## config.mk

```make
export PLATFORM = sky130hd
export DESIGN_NAME = cpu_trace_buffer
export DESIGN_NICKNAME = d
export VERILOG_FILES = /design/src/rtl/trace_pkg.sv /design/src/rtl/trace_fifo.sv /design/src/rtl/cpu_trace_buffer.sv
export SDC_FILE = /design/constraint.sdc
export NUM_CORES = 1
export LEC_CHECK = 0
export ABC_AREA = 1
export ABC_CLOCK_PERIOD_IN_PS = 3400
export CORE_MARGIN = 2
export CORE_UTILIZATION = 63
export CTS_BUF_LIST = sky130_fd_sc_hd__clkbuf_4 sky130_fd_sc_hd__clkbuf_8
export DETAILED_ROUTE_END_ITERATION = 16
export PLACE_DENSITY = 0.94
export RECOVER_POWER = 50
export SLEW_MARGIN = 5
export SYNTH_ARGS = -nofsm -noshare
export SYNTH_HDL_FRONTEND = slang
export SYNTH_SLANG_ARGS = --single-unit
```

## constraint.sdc

```tcl
create_clock -name clk -period 3.4 [get_ports clk]
set_input_delay 0.51 -clock clk [delete_from_list [all_inputs] [get_ports clk]]
set_output_delay 0.51 -clock clk [all_outputs]
set_load 0.02 [all_outputs]
```

## src/rtl/trace_pkg.sv

```systemverilog
// Shared types for the CPU trace buffer: output FSM states, the FIFO entry
// layout and the byte1 packing.
package trace_pkg;

  typedef enum logic [1:0] {
    IDLE     = 2'd0,
    SEND_PC  = 2'd1,
    SEND_RES = 2'd2
  } state_t;

  // res is stored zero-extended to 7 bits so byte1 packing is width-independent
  typedef struct packed {
    logic       drop;
    logic [7:0] pc;
    logic [6:0] res;
  } entry_t;

  function automatic logic [7:0] pack_byte1(entry_t e);
    return {e.drop, e.res};
  endfunction

endpackage

```

## src/rtl/trace_fifo.sv

```systemverilog
// Flop-based synchronous FIFO of trace entries with simultaneous push/pop.
// Also exposes the pc of the entry behind the head for gap-free streaming.
module trace_fifo
  import trace_pkg::*;
#(
  parameter int DEPTH = 8
) (
  input  logic                   clk,
  input  logic                   rst_n,
  input  logic                   push,
  input  logic                   pop,
  input  entry_t                 wr_data,
  output entry_t                 head,
  output logic [7:0]             next_pc,
  output logic [$clog2(DEPTH):0] count
);
  localparam int AW = $clog2(DEPTH);
  localparam int CW = AW + 1;

  entry_t        mem [DEPTH];
  logic [AW-1:0] wr_ptr;
  logic [AW-1:0] rd_ptr;

  always_ff @(posedge clk) begin
    if (push) mem[wr_ptr] <= wr_data;
  end

  always_ff @(posedge clk or negedge rst_n) begin
    if (!rst_n) begin
      wr_ptr <= '0;
      rd_ptr <= '0;
      count  <= '0;
    end else begin
      if (push) wr_ptr <= wr_ptr + AW'(1);
      if (pop)  rd_ptr <= rd_ptr + AW'(1);
      case ({push, pop})
        2'b10:   count <= count + CW'(1);
        2'b01:   count <= count - CW'(1);
        default: ;
      endcase
    end
  end

  assign head    = mem[rd_ptr];
  assign next_pc = mem[rd_ptr + AW'(1)].pc;

endmodule

```

## src/rtl/cpu_trace_buffer.sv

```systemverilog
// Records (PC, ALU result) on every PC change and streams each entry as two
// bytes over a valid/ready port without ever stalling the CPU.
//
// state    | meaning
// IDLE     | FIFO empty, out_valid low
// SEND_PC  | offering byte0 (head pc)
// SEND_RES | offering byte1 ({drop, res}); handshake pops the head
module cpu_trace_buffer
  import trace_pkg::*;
#(
  parameter int DEPTH = 8,
  parameter int PC_W  = 8,
  parameter int RES_W = 4
) (
  input  logic                   clk,
  input  logic                   reset,
  input  logic                   cap_en,
  input  logic [PC_W-1:0]        pc_in,
  input  logic [RES_W-1:0]       res_in,
  output logic [7:0]             out_data,
  output logic                   out_valid,
  input  logic                   out_ready,
  output logic [$clog2(DEPTH):0] count,
  output logic                   overflow
);
  localparam int CW = $clog2(DEPTH) + 1;

  state_t     state;
  logic       have_last;
  logic       drop_pend;
  logic [7:0] last_pc;
  logic       cap_want;
  logic       pop;
  logic       wr_ok;
  logic       push;
  entry_t     wr_entry;
  entry_t     head;
  logic [7:0] next_pc;

  assign cap_want = cap_en && (!have_last || (8'(pc_in) != last_pc));
  assign pop      = (state == SEND_RES) && out_ready;
  // a full FIFO still takes a write on the edge that pops its head
  assign wr_ok    = (count < CW'(DEPTH)) || pop;
  assign push     = cap_want && wr_ok;

  always_comb begin
    wr_entry      = '0;
    wr_entry.drop = drop_pend;
    wr_entry.pc   = 8'(pc_in);
    wr_entry.res  = 7'(res_in);
  end

  trace_fifo #(.DEPTH(DEPTH)) u_fifo (
    .clk     (clk),
    .rst_n   (reset),
    .push    (push),
    .pop     (pop),
    .wr_data (wr_entry),
    .head    (head),
    .next_pc (next_pc),
    .count   (count)
  );

  always_ff @(posedge clk or negedge reset) begin
    if (!reset) begin
      have_last <= 1'b0;
      last_pc   <= '0;
      drop_pend <= 1'b0;
      overflow  <= 1'b0;
    end else if (push) begin
      have_last <= 1'b1;
      last_pc   <= wr_entry.pc;
      drop_pend <= 1'b0;
    end else if (cap_want) begin
      drop_pend <= 1'b1;
      overflow  <= 1'b1;
    end
  end

  always_ff @(posedge clk or negedge reset) begin
    if (!reset) begin
      state     <= IDLE;
      out_valid <= 1'b0;
      out_data  <= '0;
    end else begin
      case (state)
        IDLE: begin
          if (count != '0) begin
            state     <= SEND_PC;
            out_valid <= 1'b1;
            out_data  <= head.pc;
          end
        end
        SEND_PC: begin
          if (out_ready) begin
            state    <= SEND_RES;
            out_data <= pack_byte1(head);
          end
        end
        SEND_RES: begin
          if (out_ready) begin
            // next head is the second entry, or the one written this very edge
            if ((count > CW'(1)) || push) begin
              state    <= SEND_PC;
              out_data <= (count > CW'(1)) ? next_pc : wr_entry.pc;
            end else begin
              state     <= IDLE;
              out_valid <= 1'b0;
            end
          end
        end
        default: begin
          state     <= IDLE;
          out_valid <= 1'b0;
        end
      endcase
    end
  end

endmodule

```

* Word-level counts from Yosys, hierarchy flattened *
Memory sizes are Yosys's and may differ from the RTL's.
Index checks and enable logic that the tools add are counted.

cells by class
  $lt $le $gt $ge = 2
  reductions and logical operators = 16
  eq/ne operators = 10
  add/sub/neg operators = 4
  multiplexer cells = 20
  bitwise logic cells = 2

operators with widths
  operator             number
  $mux 8               5
  $pmux 8 s3           1
  $mux 1               8
  $ne 2x2->1 const B   4
  $ne 8x8->1           1
  $pmux 4 s2           1
  $add 3x1->3 const B  2
  $mux 2               3
  $pmux 2 s3           1
  $reduce_and 5->1     1
  $add 4x1->4 const B  1
  $eq 2x1->1 const B   2
  $eq 2x2->1 const B   2
  $gt 4x1->1 const B   1
  $lt 4x4->1 const B   1
  $reduce_and 4->1     1
  $reduce_bool 2->1    2
  $reduce_bool 4->1    1
  $sub 4x1->4 const B  1
  $logic_and 1x1->1    3
  $logic_or 1x1->1     3
  $pmux 1 s3           1
  $reduce_and 3->1     1
  $reduce_bool 3->1    1
  other kinds (5)      6

storage, ports and cells
  memories = 1
  word-level logic and storage cells = 65
  bits in writable memories = 104
  input port bits = 16
  register bits after elaboration = 32

memories
  memory      words  bits a word  rd ports  clocked after memory_dff  write ports  RTL line          text
  u_fifo.mem  8      13           2         0                         1            trace_fifo.sv:20  entry_t mem [DEPTH];

* Logic depth before layout (Yosys ltp) *
Gate-level depths: netlist of the first run.

  depth in word-level cells = 8
  depth in mapped cells = 15

* Cells and area by module *
From an unflattened synthesis of the first run, not the netlist that was laid out.

second synthesis, totals
  cells, all modules = 776
  area total of the unflattened synthesis = 7583.5 um^2

by module, submodules not included
  module            area each (um^2)  times used  cells each  sequential area each (um^2)
  trace_fifo        6168.4            1           577         4093.9
  cpu_trace_buffer  1415.1            1           199         550.5

* Worst setup path after synthesis of the first run *
Ideal clock, no wire load.

  path type = reg-to-reg
  start = register state[0]
  end = memory u_fifo.mem[4][0] (netlist name), enable pin
  clock period less this slack = 2411 ps
  cell stages (with the launch flop) = 9
  arrival time = 2029 ps
  setup slack = 989 ps
  path through = dfrtp_1 > inv_1 > ha_1 > buf_4 > nand2_1 > nand2_1 > nand3_4 > or2_1 > nor2_1

on the way
  cells in the longest elaborated chain, start to end = 6

ends and longest elaborated chain
  what                          RTL line                text
  start: declaration            cpu_trace_buffer.sv:28  state_t state;
  start signal: assignment      cpu_trace_buffer.sv:82  state <= IDLE;
  start signal: assignment      cpu_trace_buffer.sv:89  state <= SEND_PC;
  start signal: assignment      cpu_trace_buffer.sv:96  state <= SEND_RES;
  $eq 2x2->1                    cpu_trace_buffer.sv:41  assign pop = (state == SEND_RES) && out_ready;
  $logic_and 1x1->1             cpu_trace_buffer.sv:41
  $logic_or 1x1->1              cpu_trace_buffer.sv:43  assign wr_ok = (count < CW'(DEPTH)) || pop;
  $logic_and 1x1->1             cpu_trace_buffer.sv:44  assign push = cap_want && wr_ok;
  $mux 1                        trace_fifo.sv:25        if (push) mem[wr_ptr] <= wr_data;
  $mux 1 (implied by the code)  trace_fifo.sv:25
  end: declaration              trace_fifo.sv:20

No other way between the ends.

* Final worst setup path of the first run *
  start = register u_fifo.rd_ptr[0]
  end = register out_data[5]

on the way
  cells in the longest elaborated chain, start to end = 6

ends and longest elaborated chain
  what                      RTL line                 text
  start: declaration        trace_fifo.sv:22         logic [AW-1:0] rd_ptr;
  start signal: assignment  trace_fifo.sv:35         if (pop) rd_ptr <= rd_ptr + AW'(1);
  $add 3x1->3               trace_fifo.sv:45         assign next_pc = mem[rd_ptr + AW'(1)].pc;
  $mem_v2 8x13 *            --
  $mux 8                    cpu_trace_buffer.sv:105  out_data <= (count > CW'(1)) ? next_pc : wr_entry.pc;
  $mux 8                    cpu_trace_buffer.sv:103  if ((count > CW'(1)) || push) begin
  $mux 8                    cpu_trace_buffer.sv:101  if (out_ready) begin
  $pmux 8 s3 *              cpu_trace_buffer.sv:86   case (state)
  end signal: assignment    cpu_trace_buffer.sv:91   out_data <= head.pc;
  end signal: assignment    cpu_trace_buffer.sv:97   out_data <= pack_byte1(head);
  end signal: assignment    cpu_trace_buffer.sv:105
  end: declaration          cpu_trace_buffer.sv:20   output logic [7:0] out_data,

Mark *: on every way between the ends. The rest lies on a longest branch, timed or not. The select of a mux whose other input is x is not followed.
A chain may end at the register's enable or synchronous reset.

==> results.toml, run 1 <==
[cts]
h-tree-depth = 4
postCtsHoldBufs = 0
clkLatencyLatePin_ns = 0.44
cts_setup_buffers = 0
clock_path_buffers = 2
numCtsBuffers = 17
cts.sinks = 136
cts_tree = "built"
clk_pin_slew_worst_paths_ns = 0.08
root_buffer = "clkbuf_8"
cts_resized = 0

[timing]
slew_viol_final = 0
rsz0062_at_grt = "false"
timing.hold.ws_ns = 0.4608
max_freq_ghz = 0.3394
post-route-min-period_ns = 2.947
fin_setup_tns_ns = 0
setup_viol = 0
slew-limit-headroom_pct = 37.48
finalHoldViolCount = 0
fin_crit_sh_pct = 86.66
fin_ws_ns = 0.4534
tightest_slew_ns = 0.9348
fin_skew_ns = 0.007264

[power]
total_leakage_power_nw = 3.088
total_power_mw = 7.031
p_per_area_mw_per_mm2 = 947.9
max-vdd-ir-drop_mv = 0.5571

[logic_synthesis]
synth_ff_type = "edfxtp_1"
syn-cell-area_mm2 = 0.006556
synth_cell_types = 30
synth_edf_count = 104
yosysTopAreaCellShare_pct = 47.63
ys_warn_count = 0
synth_fa_ha_area_share_pct = 2.099
ys_top_cells_by_count = "nand2_1, edfxtp_1, nand3_1"
syn_area_per_cell_um2 = 9.366
synth.area.top_cells = "edfxtp_1, nand2_1, dfrtp_1"
synth_compound_area_share_pct = 6.927
synth_nets = 727
yosysSeqAreaShare_pct = 59.85
syn-instance-count = 700
muxShareOfSynthArea_pct = 0
synth_top_family_by_area = "simple AND/OR/NAND/NOR gates"
synth-simple-area-share_pct = 24.58
synth_top_area_cell = "edfxtp_1"
synth-xor-area-share_pct = 1.069
ys_ff_latch = 136
async_reset_ff_share_pct = 23.53
yosys.cell_count.top_type = "nand2_1"

[placement]
dp_cells = 855
gp_congestion = 0.9195
pre_cts_ws_ns = 0.2991
place_hpwl_mm = 10.57
dpl_cell_area_mm2 = 0.007007
io_buffer_count = 29

[drt]
ant_nets = 0
wl_per_cell_um = 18.49
via_per_inst = 6.142
drt_iter0_drc = 916
dr_wl_met2_mm = 7.716
routed_wl_mm = 16.41
post-route-drc-count = 0
m1WireLength_mm = 6.229
wl_met3_mm = 1.748
top_layer = "met4"
vias = 5448
firstDrtPassIters = 8

[worst_setup_path]
crit_required_ns = 3.74
crit_slowest_cell = "ha_1"
crit_path_start_kind = "flop"
crit_chain = "ha_1 -> inv_1 -> a21oi_1 -> o21ai_0 -> nand3_1 -> nand3_1 -> nand3_1 -> nand2_1 -> nand3_1 -> nand2_1"
critical_path.max_stage_delay_ns = 0.77
worst_setup_path_end_kind = "flop"
crit_arrival_ns = 3.28
cp_max_fo = 23
criticalPathCategory = "reg -> reg"
critPathMostFrequentCell = "nand3_1"

[global_route]
grt_pass1_wl_mm = 26.34
grt_usage_pct = 30.94
grt_overflow = 0
antenna_found_initial = 0
grt_max_degree = 80
grt_pass1_vias = 5249

[final_layout]
fin_nets = 765
stdcell_count = 887
insertedDiodeCount = 0
multi_input_area_mm2 = 0.002273
drive_above_1_share_pct = 8.123
post-route-util_pct = 72.50
ff_latch_area_mm2 = 0.003925
finish.instance_area_mm2 = 0.007417
nFillCells = 679
area.growth.synth_to_final_pct = 13.13

[floorplan]
rows = 37
ioPinCount = 30
fp.dieH_um = 106.0
coreArea_mm2 = 0.01023
die_w_um = 106.0
initial_utilization_pct = 64.08
dieArea_mm2 = 0.01124

[min_path]
hold_path.class = "reg -> reg"

[run]
drv_cap = 0

[status]
status = "finished clean"
==> flip-flops by register name (all words and copies together), names as in the netlist <==
signal and flops:
out_valid 1, have_last 1, out_data 8, u_fifo.count 4, u_fifo.mem 104, drop_pend 1, u_fifo.wr_ptr 3, u_fifo.rd_ptr 3
overflow 1, last_pc 8, state 2
==> cell families (layout without fill, tap and decap cells) <==
logic type	Yosys count	in the layout
and+or+nand+nor	383	383
DFF	136	136
AOI/OAI and AO/OA	82	82
adders and majority gates	11	11
buffers and inverters	80	131
xor gates and xnor gates	8	8
==> where the power goes <==
group / total, mW / internal, mW / switching [mW]
clock: 1.44 / 0.801 / 0.642
sequential: 2.42 / 2.15 / 0.266
combinational: 3.17 / 1.02 / 2.15
==> layer usage <==
| metal | vias to the layer above | track usage [%] |
|---|---|---|
| met5 | - | 0 |
| met4 | 0 | 16.82 |
| met3 | 86 | 6.131 |
| met2 | 420 | 48.34 |
| met1 | 2508 | 41.15 |
| li1 | 2434 | - |
==> final timing paths <==
kind,start,to,slack (ns),depth (start not counted)
setup reg to reg,u_fifo.rd_ptr[0],out_data[5],0.45,10
max in group asynchronous,reset,last_pc[6],1.60,2
hold / removal,have_last,have_last,0.46,2
hold reg to reg,have_last,have_last,0.46,2
min in group asynchronous,reset,out_data[6],0.65,1
setup / recovery,u_fifo.rd_ptr[0],out_data[5],0.45,10
==> layout by cell type (no fill, tap or decap), types with 2 or more instances in the layout <==
cell type,Yosys,final
dlygate4sd3_1,0,14
nand2_1,231,231
dfrtp_1,32,31
o21ai_0,41,41
nand3_4,2,2
ha_1,11,11
o21ai_1,13,13
clkinvlp_4,0,4
clkinv_2,0,3
o22ai_1,11,11
nand3_1,97,97
xnor2_1,4,4
xor2_1,4,4
clkbuf_8,0,17
clkbuf_1,9,7
clkdlybuf4s50_1,0,15
bufinv_16,0,4
inv_2,5,5
edfxtp_1,104,104
nand2_2,2,2
clkinv_4,0,3
inv_1,42,42
buf_4,6,15
a21oi_1,5,5
nor2_1,45,45
o211ai_1,10,10
==> cell type report <==
class / count / share of cell area [%]
Inverter: 48 / 2.463
Tap cell: 136 / 2.294
Multi-Input combinational cell: 484 / 30.65
Clock inverter: 15 / 2.733
Clock buffer: 17 / 3.155
Sequential cell: 136 / 52.92
Timing Repair Buffer: 51 / 5.786
==> worst max-delay path, delay by kind of cell (launching register included) <==
family | cells | cell delay [ns]
simple gates | 6 | 0.56
compound gates | 2 | 0.37
buf+inv | 1 | 0.55
fa+ha+maj | 1 | 0.77
flops | 1 | 0.58
No activity file was read; power rests on OpenSTA's default activity.
==> inputs of run 2 (changes only) <==
Settings changed: ABC_AREA 1 to default, CORE_UTILIZATION 63 to 66, DONT_BUFFER_PORTS from default to 1, PLACE_DENSITY 0.94 to 0.91.
==> run 2 against run 1 <==
The run now ends with capacitance limit, slew limit left. Synthesized cell count fell by 46%. Largest power group unchanged. Core utilization is 3.0 points higher. Clock skew is 0.0058 ns higher. Critical endpoint is now u_fifo.mem[3][9].
==> results.toml, run 2 <==
[global_route]
grt_overflow = 0
grt_pass1_wl_mm = 21.37
grt_pass1_vias = 3830
grt_max_degree = 43
antenna_found_initial = 0
grt_usage_pct = 29.20

[drt]
via_per_inst = 6.900
vias = 3719
wl_per_cell_um = 26.17
drt_iter0_drc = 342
ant_nets = 0
post-route-drc-count = 0
firstDrtPassIters = 5
routed_wl_mm = 14.10

[cts]
clk_pin_slew_worst_paths_ns = 0.08
cts_setup_buffers = 0
numCtsBuffers = 17
cts_resized = 0
cts_tree = "built"
clock_path_buffers = 2
postCtsHoldBufs = 2
clkLatencyLatePin_ns = 0.45
root_buffer = "clkbuf_8"
cts.sinks = 136
h-tree-depth = 4

[logic_synthesis]
ys_warn_count = 0
syn_area_per_cell_um2 = 16.92
synth_nets = 405
synth.area.top_cells = "edfxtp_1, dfrtp_1, mux4_2"
ys_ff_latch = 136
syn-cell-area_mm2 = 0.006395
syn-instance-count = 378
async_reset_ff_share_pct = 23.53
synth_cell_types = 52
synth_top_area_cell = "edfxtp_1"
yosysSeqAreaShare_pct = 61.36
yosysTopAreaCellShare_pct = 48.84
synth_ff_type = "edfxtp_1"
yosys.cell_count.top_type = "edfxtp_1"
synth_edf_count = 104
ys_top_cells_by_count = "edfxtp_1, dfrtp_1, mux2i_1"

[timing]
rsz0062_at_grt = "false"
timing.hold.ws_ns = 0.1521
fin_skew_ns = 0.01306
fin_crit_sh_pct = 84.74
post-route-min-period_ns = 2.881
slew-limit-headroom_pct = -25.22
tightest_slew_ns = 1.878
setup_viol = 0
fin_setup_tns_ns = 0
finalHoldViolCount = 0
slew_viol_final = 33
max_freq_ghz = 0.3471
fin_ws_ns = 0.5188

[worst_setup_path]
worst_setup_path_end_kind = "flop"
crit_chain = "inv_1 -> ha_1 -> nand2_1 -> a21boi_0 -> nand2_1 -> buf_4 -> nor3_2 -> buf_4"
critical_path.max_stage_delay_ns = 0.44
critPathBufInv = 3
crit_required_ns = 3.53
crit_slowest_cell = "a21boi_0"
cp_top_family = "simple AND/OR/NAND/NOR gates"
crit_arrival_ns = 3.01
criticalPathCategory = "reg -> reg"
crit_path_start_kind = "flop"
cp_max_fo = 14

[floorplan]
coreArea_mm2 = 0.009328
ioPinCount = 30
initial_utilization_pct = 68.56
dieArea_mm2 = 0.01049
die_w_um = 102.4
rows = 35
fp.dieH_um = 102.4

[run]
drv_cap = 1

[power]
p_per_area_mw_per_mm2 = 918.4
seq_power_share_pct = 37.5
max-vdd-ir-drop_mv = 0.5124
p_sw_mw = 2.305
combPwrFrac_pct = 40.4
pwr-share-clk_pct = 22.2
intPower_mw = 4.159
total_leakage_power_nw = 2.519
swShare_pct = 35.66

[final_layout]
largest_register_ff_count = 104
stdcell_count = 539
finish.instance_area_mm2 = 0.007039
nFillCells = 509
largest_register = "u_fifo.mem"
layout_commonest_cell = "edfxtp_1"
area.growth.synth_to_final_pct = 10.08
insertedDiodeCount = 0
drive_above_1_share_pct = 26.59
final_cell_mix = "edfxtp_1, dfrtp_1, mux2i_1"
fin_nets = 424
top_regs = "u_fifo.mem x104, last_pc x8, out_data x8"

[placement]
dpl_cell_area_mm2 = 0.006594
pre_cts_ws_ns = 0.6010
dp_cells = 505
io_buffer_count = 0
place_hpwl_mm = 8.977
gp_congestion = 0.8518

[min_path]
hold_path.class = "in -> reg"

[status]
status = "finished with violations"
violations = "capacitance limit, slew limit"
==> run 2: path summary, 6_finish.rpt <==
check	to	depth (start not counted)	startpoint	slack (ns)
hold reg to reg	have_last	1	have_last	0.48
hold / removal	u_fifo.mem[4][10]	0	pc_in[6]	0.15
setup reg to reg	u_fifo.mem[3][9]	8	state[0]	0.52
min in group asynchronous	out_data[3]	2	reset	1.13
setup / recovery	u_fifo.mem[3][9]	8	state[0]	0.52
max in group asynchronous	u_fifo.rd_ptr[0]	2	reset	1.06
==> run 2: through the flow <==
stage	utilization [%]	power, mW
finish	75.47	6.465
global route	75.47	6.717
CTS	75.64	6.456
detailed placement	70.69	5.004
global placement	70.69	4.864
floorplan	-	4.442
==> run 2: metal layers <==
| metal | up-vias | share of wire (%) | global-route usage, % |
|---|---|---|---|
| li1 | 1557 | - | - |
| met1 | 1888 | 38 | 37.92 |
| met2 | 239 | 50 | 46.05 |
| met3 | 35 | 8.8 | 9.234 |
| met4 | 0 | 2.8 | 12.62 |
| met5 | - | 0 | 0 |
==> run 2: power groups by stage <==
stage          Clock, mW  Combinational [mW]  Sequential, mW
2_1_floorplan          0                2.09            2.35
4_1_cts             1.45                2.59            2.42
5_1_grt             1.51                2.76            2.45
3_3_place_gp           0                2.45            2.42
6_report            1.43                2.61            2.42
3_5_place_dp           0                2.56            2.45
==> run 2: worst register-to-register path: stages (launching register included) <==
cell	delay [ns]
dfrtp_1	0.42
inv_1	0.12
ha_1	0.17
nand2_1	0.16
a21boi_0	0.44
nand2_1	0.30
buf_4	0.30
nor3_2	0.34
buf_4	0.32
==> run 2: logic make-up after synthesis <==
family,count (synthesis),synth area share (%)
buffers and inverters,30,2.818
AOI/OAI and AO/OA,38,4.226
xor gates and xnor gates,17,2.446
adders and majority gates,11,2.152
muxes,84,21.60
DFF,136,61.36
and+or+nand+nor,62,5.400
==> run 2: cell type report <==
cell class,instances,area (um^2),area share (%)
flip-flops and latches,136,3925,55.76
multi-input cells,212,2338,33.22
clock buffers,22,290.3,4.124
well taps,129,161.4,2.293
clock inverters,10,141.4,2.009
repair buffers,19,141.4,2.009
inverters,11,41.29,0.5866
==> inputs of run 3 (changes only) <==
Settings changed: ABC_CLOCK_PERIOD_IN_PS 3400 to 2500, CORE_UTILIZATION 66 to 60, PLACE_DENSITY 0.91 to 0.88.
Clock period 3.4 ns to 2.5 ns, I/O delays scaled along.
==> run 3 against run 2 <==
The flow now finishes without violations. First-iteration DRC count rose by 47%. Critical path depth fell by 1. Register-to-register slack got worse by 0.42 ns.
==> results.toml, run 3 (synthesis results as in run 2) <==
[global_route]
antenna_found_initial = 0
grt_pass1_wl_mm = 22.05
grt_max_degree = 43
grt_usage_pct = 26.86
grt_pass1_vias = 3981
grt_overflow = 0

[floorplan]
coreArea_mm2 = 0.01032
ioPinCount = 30
die_w_um = 107.2
fp.dieH_um = 107.2
initial_utilization_pct = 61.94
dieArea_mm2 = 0.01150
rows = 37

[timing]
fin_ws_ns = 0.09402
setup_viol = 0
timing.hold.ws_ns = 0.01710
max_freq_ghz = 0.4156
post-route-min-period_ns = 2.406
slew_viol_final = 0
rsz0062_at_grt = "false"
fin_setup_tns_ns = 0
fin_crit_sh_pct = 96.24
fin_skew_ns = 0.01390
finalHoldViolCount = 0
tightest_slew_ns = 0.5913
slew-limit-headroom_pct = 60.58

[final_layout]
final_cell_mix = "edfxtp_1, dfrtp_1, buf_4"
post-route-util_pct = 72.11
stdcell_count = 575
top_regs = "u_fifo.mem x104, last_pc x8, out_data x8"
insertedDiodeCount = 0
area.growth.synth_to_final_pct = 16.42
fin_nets = 453
largest_register = "u_fifo.mem"
layout_commonest_cell = "edfxtp_1"
largest_register_ff_count = 104
drive_above_1_share_pct = 30.07
finish.instance_area_mm2 = 0.007445
nFillCells = 584

[worst_setup_path]
crit_chain = "ha_4 -> buf_12 -> mux4_1 -> mux2_2 -> mux2i_1 -> o22ai_1 -> mux2_2"
rrSetupSlack_ns = 0.09
cp_max_fo = 12
crit_arrival_ns = 2.74
worst_setup_path_end_kind = "flop"
crit_path_start_kind = "flop"
reg2reg_to = "out_data[4]"
crit_slowest_cell = "mux4_1"
criticalPathCategory = "reg -> reg"
critical_path.max_stage_delay_ns = 0.59
r2r-start = "u_fifo.rd_ptr[0]"
critPathMostFrequentCell = "mux2_2"
crit_required_ns = 2.84
rr_worst_depth = 7

[cts]
clk_pin_slew_worst_paths_ns = 0.09
h-tree-depth = 4
root_buffer = "clkbuf_8"
cts_tree = "built"
cts.sinks = 136
clkLatencyLatePin_ns = 0.45
clock_path_buffers = 2
numCtsBuffers = 17

[drt]
drt_iter0_drc = 504
m1WireLength_mm = 5.563
top_layer = "met4"
post-route-drc-count = 0
firstDrtPassIters = 5
vias = 3894
dr_wl_met2_mm = 7.789
wl_met3_mm = 1.194
routed_wl_mm = 14.93
wl_per_cell_um = 25.97
ant_nets = 0
via_per_inst = 6.772

[placement]
gp_congestion = 0.8988
dpl_cell_area_mm2 = 0.006788
pre_cts_ws_ns = 0.03971
io_buffer_count = 0
dp_cells = 526
place_hpwl_mm = 9.162

[min_path]
hold_path.class = "in -> reg"
hold_depth = 0
min-delay-start = "pc_in[0]"
whs_endpoint = "u_fifo.mem[0][4]"

[run]
drv_cap = 0

[status]
status = "finished clean"

[power]
max-vdd-ir-drop_mv = 0.6505
pwr-share-clk_pct = 20.0
intPower_mw = 5.785
seq_power_share_pct = 35.2
total_power_mw = 9.134
combPwrFrac_pct = 44.8
swShare_pct = 36.67
p_sw_mw = 3.349
p_per_area_mw_per_mm2 = 1227
total_leakage_power_nw = 2.685
[run 3: cell count changes in the layout (fill, tap and decap cells not counted), moves of 3 or more]
cell	change
dlygate4sd3_1	+9
nor4_2	-4
inv_6	+5
buf_4	+11
buf_12	+8
clkbuf_8	-3
nor4_4	+4
[run 3: area by class of cell]
class                           count  area [um^2]  area share (%)
Sequential cell                   136         3925           52.72
Tap cell                          136        170.2           2.286
Multi-Input combinational cell    212         2424           32.55
Clock buffer                       17        234.0           3.143
Inverter                           11        41.29          0.5546
Timing Repair Buffer               48        485.5           6.521
Clock inverter                     15        165.2           2.218
[run 3: metal layers]
| layer | up-vias | GRT usage, % |
|---|---|---|
| li1 | 1614 | - |
| met1 | 2003 | 33.33 |
| met2 | 232 | 44.30 |
| met3 | 45 | 6.018 |
| met4 | 0 | 14.19 |
| met5 | - | 0 |
[run 3: power groups by stage]
stage / logic [mW] / clock network (mW) / registers, mW
after global placement: 3.72 / 0 / 3.21
after detailed placement: 3.87 / 0 / 3.25
after floorplan: 2.94 / 0 / 3.23
final: 4.09 / 1.83 / 3.22
after global routing: 4.34 / 1.93 / 3.25
after CTS: 3.99 / 1.85 / 3.21
[run 3: worst max-delay path by stage]
stage | start | endpoint | slack, ns | cells past startpoint
2_1_floorplan | state[0] | u_fifo.mem[1][0] | 0.003 | 7
3_5_place_dp | state[0] | u_fifo.mem[3][9] | 0.04 | 7
4_1_cts | state[0] | u_fifo.mem[3][11] | 0.02 | 7
6_report | u_fifo.rd_ptr[0] | out_data[4] | 0.09 | 7
3_3_place_gp | u_fifo.rd_ptr[0] | out_data[5] | 0.15 | 7
5_1_grt | last_pc[5] | u_fifo.count[2] | 0.03 | 10
[run 3: timing repair]
| action | in CTS | in global routing |
|---|---|---|
| hold endpoints to repair | 49 | 3 |
| hold buffers | 9 | 2 |
| endpoints found under the setup margin | 1 | 82 |
| buffers inserted | 0 | 6 |
| gates resized for setup | 1 | 4 |
| pin swaps | 0 | 6 |
[run 3: worst max-delay path, delay by kind of cell (launching register included)]
kind                       cells  cell delay [ns]
muxes                          4             1.31
adders and majority gates      1             0.29
AOI/OAI and AO/OA              1             0.10
buffers and inverters          1             0.15
DFF                            1             0.44
